### config.mk
export PLATFORM = sky130hd
export DESIGN_NAME = nw_score_engine
export DESIGN_NICKNAME = d
export VERILOG_FILES = /design/src/rtl/nw_score_engine.sv
export SDC_FILE = /design/constraint.sdc
export NUM_CORES = 2
export LEC_CHECK = 0
export ABC_AREA = 1
export CAP_MARGIN = 20
export CORE_MARGIN = 2
export CORE_UTILIZATION = 30
export CTS_CLUSTER_DIAMETER = 60
export CTS_CLUSTER_SIZE = 28
export DETAILED_ROUTE_END_ITERATION = 10
export DONT_BUFFER_PORTS = 1
export PLACE_DENSITY = 0.52
export SETUP_SLACK_MARGIN = 0.4
export SYNTH_ARGS = -nofsm -noshare
export SYNTH_HDL_FRONTEND = slang
export SYNTH_SLANG_ARGS = --single-unit
### constraint.sdc
create_clock -name clk_i -period 7.45 [get_ports clk_i]
set_clock_uncertainty 0.2 [all_clocks]
set_input_delay 1.49 -clock clk_i [delete_from_list [all_inputs] [get_ports clk_i]]
set_output_delay 1.49 -clock clk_i [all_outputs]
set_load 0.005 [all_outputs]
### src/rtl/nw_score_engine.sv
// Needleman-Wunsch / Smith-Waterman score engine: one row buffer, streamed traceback codes.
// Optional macro NW_SATURATE_EN makes every score addition saturate instead of wrapping.
module nw_score_engine #(
    parameter int MAX_LEN = 128,
    parameter int SCORE_W = 10,
    parameter int SYM_W   = 3,
    parameter int LEN_W   = $clog2(MAX_LEN + 1),
    parameter int ADDR_W  = $clog2((MAX_LEN + 1) * (MAX_LEN + 1))
) (
    input  logic                      clk_i,
    input  logic                      rst_ni,
    input  logic                      start_i,
    input  logic                      mode_local_i,
    input  logic [LEN_W-1:0]          len_a_i,
    input  logic [LEN_W-1:0]          len_b_i,
    input  logic signed [SCORE_W-1:0] match_sc_i,
    input  logic signed [SCORE_W-1:0] mismatch_sc_i,
    input  logic signed [SCORE_W-1:0] gap_sc_i,
    output logic [LEN_W-1:0]          seq_a_addr_o,
    output logic [LEN_W-1:0]          seq_b_addr_o,
    input  logic [SYM_W-1:0]          seq_a_data_i,
    input  logic [SYM_W-1:0]          seq_b_data_i,
    output logic                      dir_valid_o,
    input  logic                      dir_ready_i,
    output logic [ADDR_W-1:0]         dir_addr_o,
    output logic [1:0]                dir_code_o,
    output logic                      busy_o,
    output logic                      done_o,
    output logic                      err_o,
    output logic signed [SCORE_W-1:0] final_score_o,
    output logic [LEN_W-1:0]          best_i_o,
    output logic [LEN_W-1:0]          best_j_o
);

    typedef enum logic [2:0] {IDLE, CHECK, INIT_ROW, ROW_START, FETCH, CALC, DONE} state_t;

    localparam logic [1:0] DIR_STOP = 2'b00;
    localparam logic [1:0] DIR_DIAG = 2'b01;
    localparam logic [1:0] DIR_UP   = 2'b10;
    localparam logic [1:0] DIR_LEFT = 2'b11;
    localparam logic [LEN_W-1:0] MAX_LEN_L = LEN_W'(MAX_LEN);

    function automatic logic signed [SCORE_W-1:0] satAdd(input logic signed [SCORE_W-1:0] a,
                                                         input logic signed [SCORE_W-1:0] b);
`ifdef NW_SATURATE_EN
        logic signed [SCORE_W:0] sum;
        sum = {a[SCORE_W-1], a} + {b[SCORE_W-1], b};
        if (sum[SCORE_W] != sum[SCORE_W-1])
            return sum[SCORE_W] ? {1'b1, {(SCORE_W-1){1'b0}}} : {1'b0, {(SCORE_W-1){1'b1}}};
        return sum[SCORE_W-1:0];
`else
        return a + b;
`endif
    endfunction

    state_t                     state_q, state_d;
    logic                       mode_q, err_q, busy_q, done_q;
    logic [LEN_W-1:0]           lenA_q, lenB_q, i_q, j_q, aAddr_q;
    logic [SYM_W-1:0]           aSym_q;
    logic signed [SCORE_W-1:0]  matchSc_q, mismatchSc_q, gapSc_q;
    logic signed [SCORE_W-1:0]  left_q, diag_q, rowAcc_q, colAcc_q, best_q;
    logic [LEN_W-1:0]           bestI_q, bestJ_q, finalI_q, finalJ_q;
    logic signed [SCORE_W-1:0]  finalScore_q;
    logic signed [SCORE_W-1:0]  rowBuf_q [0:MAX_LEN];

    logic [LEN_W-1:0]           iNext, cellI, cellJ, bufWAddr;
    logic                       lastRow, dirValid, accept, bufWe, lenBad;
    logic [1:0]                 dirCode, cellCode;
    logic signed [SCORE_W-1:0]  upScore, subSc, candD, candU, candL, cellH, colH, bufWData;

    assign iNext   = i_q + 1'b1;
    assign lastRow = iNext > lenA_q;
    assign lenBad  = (lenA_q > MAX_LEN_L) || (lenB_q > MAX_LEN_L);
    assign upScore = rowBuf_q[j_q];
    assign colH    = mode_q ? '0 : satAdd(colAcc_q, gapSc_q);
    assign accept  = dirValid && dir_ready_i;

    // Interior cell: best of diag/up/left with that tie priority, clamped at 0 in local mode.
    always_comb begin
        subSc    = (aSym_q == seq_b_data_i) ? matchSc_q : mismatchSc_q;
        candD    = satAdd(diag_q, subSc);
        candU    = satAdd(upScore, gapSc_q);
        candL    = satAdd(left_q, gapSc_q);
        cellH    = candD;
        cellCode = DIR_DIAG;
        if (!(candD >= candU && candD >= candL)) begin
            if (candU >= candL) begin
                cellH    = candU;
                cellCode = DIR_UP;
            end else begin
                cellH    = candL;
                cellCode = DIR_LEFT;
            end
        end
        if (mode_q && cellH[SCORE_W-1]) begin
            cellH    = '0;
            cellCode = DIR_STOP;
        end
    end

    always_comb begin
        state_d      = state_q;
        dirValid     = 1'b0;
        dirCode      = DIR_STOP;
        cellI        = '0;
        cellJ        = '0;
        bufWe        = 1'b0;
        bufWAddr     = '0;
        bufWData     = '0;
        seq_a_addr_o = aAddr_q;
        seq_b_addr_o = '0;
        case (state_q)
            IDLE:  if (start_i) state_d = CHECK;
            CHECK: state_d = lenBad ? DONE : INIT_ROW;
            INIT_ROW: begin
                dirValid = 1'b1;
                cellJ    = j_q;
                dirCode  = (j_q == '0 || mode_q) ? DIR_STOP : DIR_LEFT;
                bufWe    = accept;
                bufWAddr = j_q;
                bufWData = mode_q ? '0 : rowAcc_q;
                if (accept && j_q == lenB_q) state_d = ROW_START;
            end
            ROW_START: begin
                seq_a_addr_o = i_q;
                if (lastRow) begin
                    state_d = DONE;
                end else begin
                    dirValid = 1'b1;
                    cellI    = iNext;
                    dirCode  = mode_q ? DIR_STOP : DIR_UP;
                    bufWe    = accept;
                    bufWData = colH;
                    if (accept) state_d = (lenB_q == '0) ? ROW_START : FETCH;
                end
            end
            FETCH: begin
                seq_b_addr_o = j_q - 1'b1;
                state_d      = CALC;
            end
            CALC: begin
                seq_b_addr_o = j_q - 1'b1;
                dirValid     = 1'b1;
                cellI        = i_q;
                cellJ        = j_q;
                dirCode      = cellCode;
                bufWe        = accept;
                bufWAddr     = j_q;
                bufWData     = cellH;
                if (accept) state_d = (j_q == lenB_q) ? ROW_START : FETCH;
            end
            DONE:    state_d = IDLE;
            default: state_d = IDLE;
        endcase
    end

    // Row buffer contents are don't-care after reset, so it stays out of the reset domain.
    always_ff @(posedge clk_i) begin
        if (bufWe) rowBuf_q[bufWAddr] <= bufWData;
    end

    always_ff @(posedge clk_i or negedge rst_ni) begin
        if (!rst_ni) begin
            state_q <= IDLE;      mode_q <= 1'b0;       err_q <= 1'b0;
            busy_q <= 1'b0;       done_q <= 1'b0;       lenA_q <= '0;
            lenB_q <= '0;         i_q <= '0;            j_q <= '0;
            aAddr_q <= '0;        aSym_q <= '0;         matchSc_q <= '0;
            mismatchSc_q <= '0;   gapSc_q <= '0;        left_q <= '0;
            diag_q <= '0;         rowAcc_q <= '0;       colAcc_q <= '0;
            best_q <= '0;         bestI_q <= '0;        bestJ_q <= '0;
            finalScore_q <= '0;   finalI_q <= '0;       finalJ_q <= '0;
        end else begin
            state_q <= state_d;
            done_q  <= (state_q == DONE);
            case (state_q)
                IDLE: if (start_i) begin
                    mode_q       <= mode_local_i;
                    lenA_q       <= len_a_i;
                    lenB_q       <= len_b_i;
                    matchSc_q    <= match_sc_i;
                    mismatchSc_q <= mismatch_sc_i;
                    gapSc_q      <= gap_sc_i;
                    err_q        <= 1'b0;
                    busy_q       <= 1'b1;
                end
                CHECK: begin
                    i_q <= '0;      j_q <= '0;      rowAcc_q <= '0;  colAcc_q <= '0;
                    best_q <= '0;   bestI_q <= '0;  bestJ_q <= '0;   err_q <= lenBad;
                end
                INIT_ROW: if (accept) begin
                    rowAcc_q <= satAdd(rowAcc_q, gapSc_q);
                    j_q      <= j_q + 1'b1;
                end
                ROW_START: if (accept) begin
                    i_q      <= iNext;
                    j_q      <= LEN_W'(1);
                    aAddr_q  <= i_q;
                    colAcc_q <= colH;
                    left_q   <= colH;
                    diag_q   <= rowBuf_q[0];
                end
                FETCH: if (j_q == LEN_W'(1)) aSym_q <= seq_a_data_i;
                CALC: if (accept) begin
                    diag_q <= upScore;
                    left_q <= cellH;
                    j_q    <= j_q + 1'b1;
                    // Strictly greater keeps the first maximum in row-major order.
                    if (mode_q && cellH > best_q) begin
                        best_q  <= cellH;
                        bestI_q <= i_q;
                        bestJ_q <= j_q;
                    end
                end
                DONE: begin
                    busy_q <= 1'b0;
                    if (err_q) begin
                        finalScore_q <= '0;     finalI_q <= '0;      finalJ_q <= '0;
                    end else if (mode_q) begin
                        finalScore_q <= best_q; finalI_q <= bestI_q; finalJ_q <= bestJ_q;
                    end else begin
                        finalScore_q <= rowBuf_q[lenB_q];
                        finalI_q     <= lenA_q;
                        finalJ_q     <= lenB_q;
                    end
                end
                default: ;
            endcase
        end
    end

    assign dir_valid_o   = dirValid;
    assign dir_code_o    = dirValid ? dirCode : DIR_STOP;
    assign dir_addr_o    = ADDR_W'(cellI) * ADDR_W'(MAX_LEN + 1) + ADDR_W'(cellJ);
    assign busy_o        = busy_q;
    assign done_o        = done_q;
    assign err_o         = err_q;
    assign final_score_o = finalScore_q;
    assign best_i_o      = finalI_q;
    assign best_j_o      = finalJ_q;

endmodule

# After elaboration in Yosys (flattened, before gate mapping)
# Memory sizes are Yosys's and may differ from the RTL's.
# Index checks and enable logic that the tools add are counted.
[word_totals]
regBits = 172
mem_bits_rw = 1290
in_bits = 57
n_memories = 1
[memory_table]
columns = ["memory", "depth", "word_bits", "rd", "rd_ports_with_merged_regs", "write_ports", "line_no", "text"]
rows = [
  ["rowBuf_q", 129, 10, 3, 0, 1, "64", "logic signed [SCORE_W-1:0] rowBuf_q [0:MAX_LEN];"],
]
[op_classes]
addsub = 9
mul = 1
magnitude_cmp = 7
eq_ne = 17
muxes = 69
n_reduce_logical = 30
[op_table]
columns = ["cell", "count"]
rows = [
  ["10-bit 2-to-1 mux", 16],
  ["8-bit 2-to-1 mux", 15],
  ["10-bit one-hot mux with 2 select lines", 5],
  ["8-bit one-hot mux with 2 select lines", 4],
  ["10-bit adder", 5],
  ["10-bit >= comparator", 3],
  ["10-bit one-hot mux with 3 select lines", 1],
  ["3-bit 2-to-1 mux", 8],
  ["8-bit one-hot mux with 3 select lines", 1],
  ["3-bit one-hot mux with 6 select lines", 1],
  ["8-bit by 1-bit adder with 8-bit output (second input constant)", 2],
  ["8-bit greater-than comparator (second input constant)", 2],
  ["8-bit zero test", 2],
  ["15-bit by 8-bit adder with 15-bit output", 1],
  ["8-bit by 8-bit multiplier with 15-bit output (second input constant)", 1],
  ["2-bit AND reduction", 7],
  ["2-bit 2-to-1 mux", 6],
  ["2-bit inequality test (second input constant)", 6],
  ["2-bit nonzero test", 6],
  ["10-bit greater-than comparator", 1],
  ["3-bit == test (second input constant)", 3],
  ["3-bit AND reduction", 3],
  ["8-bit by 1-bit == test with 1-bit output (second input constant)", 1],
  ["8-bit == test", 1],
  ["other kinds (16)", 32],
]

# Depth between registers and ports, before layout
[depth]
depth_word = 13
mapped_depth = 49
ltp_nobuf = 44

# Worst setup path after synthesis
# Ideal clock, no wire load.
[synth_timing]
kind = "input-to-reg"
startpoint = "input port seq_b_data_i[0]"
endpoint = "memory rowBuf_q[0][0], data pin"
t_arrival_ns = 6.933
t_required_ns = 6.339
path_slack_ns = -0.594
path_stages = 23
n_path_buf = 3
path_cell_list = "xnor2_1 nand3_1 clkbuf_1 o21ai_0 ha_1 inv_1 fa_1 o21ai_0 a21oi_1 o21bai_1 a21oi_1 nor2_1 nor2_1 xor2_1 ha_1 a2111oi_0 nand2_1 nand2_1 buf_2 buf_2 nand3_2 nand3_2 nand3_1"
[synth_between]
elab_chain_len = 9
elab_cells_between_ends = 10
cone_classes = "1 x add/sub; 2 x order compare; 1 x eq/ne; 4 x mux; 2 x reduce/logical"
[synth_rtl]
columns = ["item", "line_no", "text"]
rows = [
  ["from (decl)", "22", "input logic [SYM_W-1:0] seq_b_data_i,"],
  ["3-bit == test *", "80", "subSc = (aSym_q == seq_b_data_i) ? matchSc_q : mismatchSc_q;"],
  ["10-bit 2-to-1 mux *", "80", ""],
  ["10-bit adder *", "52", "return a + b;"],
  ["10-bit >= comparator", "86", "if (!(candD >= candU && candD >= candL)) begin"],
  ["1-bit logical AND", "86", ""],
  ["10-bit 2-to-1 mux *", "86", ""],
  ["1-bit logical AND", "95", "if (mode_q && cellH[SCORE_W-1]) begin"],
  ["10-bit 2-to-1 mux *", "95", ""],
  ["10-bit one-hot mux with 3 select lines *", "112", "case (state_q)"],
  ["named net bufWData[0]", "69", "logic signed [SCORE_W-1:0] upScore, subSc, candD, candU, candL, cellH, colH, bufWData;"],
  ["to (decl)", "64", ""],
]
# The timed path passes the listed nets; every way through them passes the cells marked *.

# Worst setup path in the final report
[layout_timing]
startpoint = "register j_q[0]"
endpoint = "output port dir_code_o[0]"
[layout_between]
elab_chain_len = 9
elab_cells_between_ends = 16
cone_classes = "1 x add/sub; 2 x order compare; 8 x mux; 4 x reduce/logical; 1 x memory"
[layout_rtl]
columns = ["item", "line_no", "text"]
rows = [
  ["from (decl)", "58", "logic [LEN_W-1:0] lenA_q, lenB_q, i_q, j_q, aAddr_q;"],
  ["from (signal assigned)", "192", "j_q <= j_q + 1'b1;"],
  ["from (signal assigned)", "206", "j_q <= j_q + 1'b1;"],
  ["memory 129 x 10 bit", "--", ""],
  ["10-bit adder", "52", ""],
  ["10-bit >= comparator (on tied branches)", "87, 86", ""],
  ["10-bit 2-to-1 mux or 1-bit logical AND (tied branches)", "87, 86", ""],
  ["10-bit 2-to-1 mux", "86", ""],
  ["1-bit logical AND", "95", ""],
  ["2-bit 2-to-1 mux", "95", ""],
  ["2-bit one-hot mux with 3 select lines *", "112", ""],
  ["2-bit 2-to-1 mux *", "232", "assign dir_code_o = dirValid ? dirCode : DIR_STOP;"],
  ["to (decl)", "26", "output logic [1:0] dir_code_o,"],
]
# Mark *: on every way between the ends. The rest lies on a longest branch, timed or not.

==> run metrics <==
Die Span Y 503.6 um; worst slack, placed -0.5875 ns; Final Power 52.73 mW; worst setup margin -0.6111 ns; vias in the first global route 61580; ANT nets after route 0; Root Buffer clkbuf_16; RR Endpoint bestI_q[0]$_DFFE_PN0P_; Tcrit/Tclk final 1.082; RSZ-0062 raised after global routing true; chip width 503.6 um; worst path arrival time 6.37 ns; number of synthesized flops with an enable pin ~1300; DIE AREA 253600 um^2; sequential area share after synthesis 0.5748; max-slew violations 0; crit path max-delay cell type dfrtp_4; post-synth top area share 0.5173; H-tree depth 3; total global routing overflow 0; ys flop type edfxtp_1; CORE AREA 248400 um^2; pin count of the biggest net entering global routing 194; Rows roughly 180; syn avg cell area 9.477 um^2; critical setup path kind reg2out; internal reg-to-reg setup slack -0.01 ns; DRC violations left 0; Worst path max stage delay 0.55 ns; Worst-Margin Slew 1.205 ns; status finished with violations; pwr dens 582.7 nW/um^2; RePlAce Congestion 0.9757; GRT Overall Usage 0.2344; Synth warnings 0; first-pass GRT wire length 438.8 mm; DR vias/cell between 5 and 6; final setup vio count 6; worst r2r src j_q[0]$_DFFE_PN0P_; Synth Cell Area 74890 um^2; layout cells sized above 1 0.1634; nets between 8000 and 9000; Clk pin slew, worst setup/hold paths 0.08 ns; Num CTS Buffers 115; worst reg2reg path depth 46; CP Max Fanout 15; PortBufs 0; Synth area leaders edfxtp_1, o21ai_0, dfrtp_1, nor2_1, nand2_1; initial antenna violation count 9; CTS Hold Bufs 0; Final Hold Fails 0; CP Launch Point j_q[0]$_DFFE_PN0P_; failing checks negative setup slack; Worst IR Drop VDD about 900 uV; Detail Placement HPWL 204.8 mm; TritonCTS clock tree done; clock period minus final worst setup slack between 8 and 9 ns; Synth cell types 64; Synthesized Nets 8094; First-pass DRT Iterations 6; biggest area consumer among synthesized cells edfxtp_1; final WL 307.7 mm; Hold WC Path Type in2async; clock sink count roughly 1500; Leak 32.89 nW; Clk Latency, worst-skew pair 0.85 ns; io pins 120; Cells after Synth 7902; Rel. slew slack 0.1950; FFs w/ async S/R, synth 0.1176; Critical Path End Type output port; fmax about 120 MHz; Initial Util 0.3014; Synth Register Bits 1462; Initial DRC Count 8760; cell mode on critical path buf_6; crit start category flop; drt wl/cell 26.43 um; max-cap viol count 0; area grow syn2layout 20.83%; Max Buffers Root-to-Sink 3; WP data required 5.76 ns; vias approximately 66000
[stage by stage]
stage	utilization	TNS [ns]	cells	hold WS, ns	instance area (um^2)
6_report	0.3642	-1.306	11640	0.1621	90480
5_1_grt	0.3642	-10.12	11640	0.1339	90480
4_1_cts	0.3617	-1.898	11620	0.1024	89860
3_5_place_dp	0.3353	-13.46	11330	0.2636	83310
3_3_place_gp	0.3348	-13.31	11310	0.2596	83170
2_1_floorplan	-	-0.8425	7902	0.2459	75000
[cell usage after synthesis (128+ instances only)]
library cell / instances
dfrtp_1: 172
nand3_1: 330
o211ai_1: 130
clkbuf_1: 336
ha_1: 128
a21oi_1: 587
o21ai_0: 1573
nand2_1: 908
inv_1: 449
edfxtp_1: 1290
nor2_1: 1069
buf_2: 162
o22ai_1: 150
[per-layer routing]
layer,track usage,up-vias,routed length [um]
li1,-,28900,-
met1,0.3166,32510,125000
met2,0.3661,3763,136500
met3,0.03996,643,30080
met4,0.1086,4,16050
met5,0,-,27
[state kept, by name, indices dropped and copies added, names as in the netlist, 3 cells and up]
register	cells
final_score_o	10
j_q	8
gapSc_q	10
left_q	10
aAddr_q	8
rowAcc_q	10
colAcc_q	10
best_j_o	8
mismatchSc_q	10
lenA_q	8
lenB_q	8
i_q	8
state_q	3
best_i_o	8
bestI_q	8
bestJ_q	8
diag_q	10
matchSc_q	10
rowBuf_q	1290
aSym_q	3
best_q	10
[final cells by class]
type	instances	area (um^2)
multi-input cells	5381	29200
fillers	24530	157900
inverters	466	1800
clock inverters	102	1335
repair inverters	1	20.02
clock buffers	117	2895
diodes	2	5.005
repair buffers	782	7998
well taps	3330	4167
flip-flops and latches	1462	43060
[power breakdown]
part	internal [mW]	switching, mW	total (mW)
Sequential	12.6	0.536	13.2
Clock	3.28	3.68	6.96
Combinational	11.9	20.7	32.6
Total	27.8	24.9	52.7
[logic make-up (layout without fill, tap and decap cells)]
group	after synthesis	after routing	synth area share
XOR/XNOR	50	50	0.005848
multiplexers	17	17	0.002322
flip-flops	1462	1462	0.5748
adder cells (fa/ha/maj)	135	135	0.02326
other	0	2	0
buffers and inverters	1059	1468	0.05758
AO/OA/AOI/OAI	2741	2741	0.2028
AND/OR/NAND/NOR	2438	2438	0.1335
[worst max-delay path by stage]
stage	endpoint	slack [ns]	cells past startpoint
after global placement	bestJ_q[7]$_DFFE_PN0P_	-0.52	42
after CTS	dir_code_o[0]	-0.54	36
after detailed placement	dir_code_o[0]	-0.59	34
after global routing	dir_code_o[0]	-0.78	38
after floorplan	bestI_q[1]$_DFFE_PN0P_	-0.09	33
final	dir_code_o[0]	-0.61	38
[cells in the final DEF, fill, tap and decap left out, types with 11 or more instances in the layout]
cell	instances
nand2_2	52
inv_2	18
nor2_1	1057
a31oi_1	11
nand3_1	303
buf_4	599
inv_12	12
nand2_1	863
nor3_1	15
nand2_4	12
a21oi_2	46
nand4_1	40
o31ai_1	12
ha_4	27
dfrtp_1	166
o21ai_1	116
buf_6	44
inv_6	20
nand3_4	18
inv_1	436
o211ai_1	130
ha_1	98
buf_16	19
xor2_1	30
a22o_1	14
a21oi_1	553
clkinv_8	17
o221ai_1	121
o21ai_0	1449
mux2i_1	14
o22ai_1	144
clkbuf_16	115
edfxtp_1	1290
nor2_2	15
o21ai_2	34
buf_12	108
inv_8	19
nand3_2	30
[critical path, delay by kind of cell (launching register included)]
family          cells  cell delay (ns)
buf+inv            13             1.49
compound gates      8             1.40
fa+ha+maj           2             0.57
simple gates       15             1.49
flops               1             0.55
[repair_timing]
action                                  in CTS  in global routing
cloned                                      19                  0
setup buffers                               57                 14
pin swaps                                   95                 83
endpoints found under the setup margin     769                368
gates resized for setup                    353                125
Power figures use the tool's default switching activity.
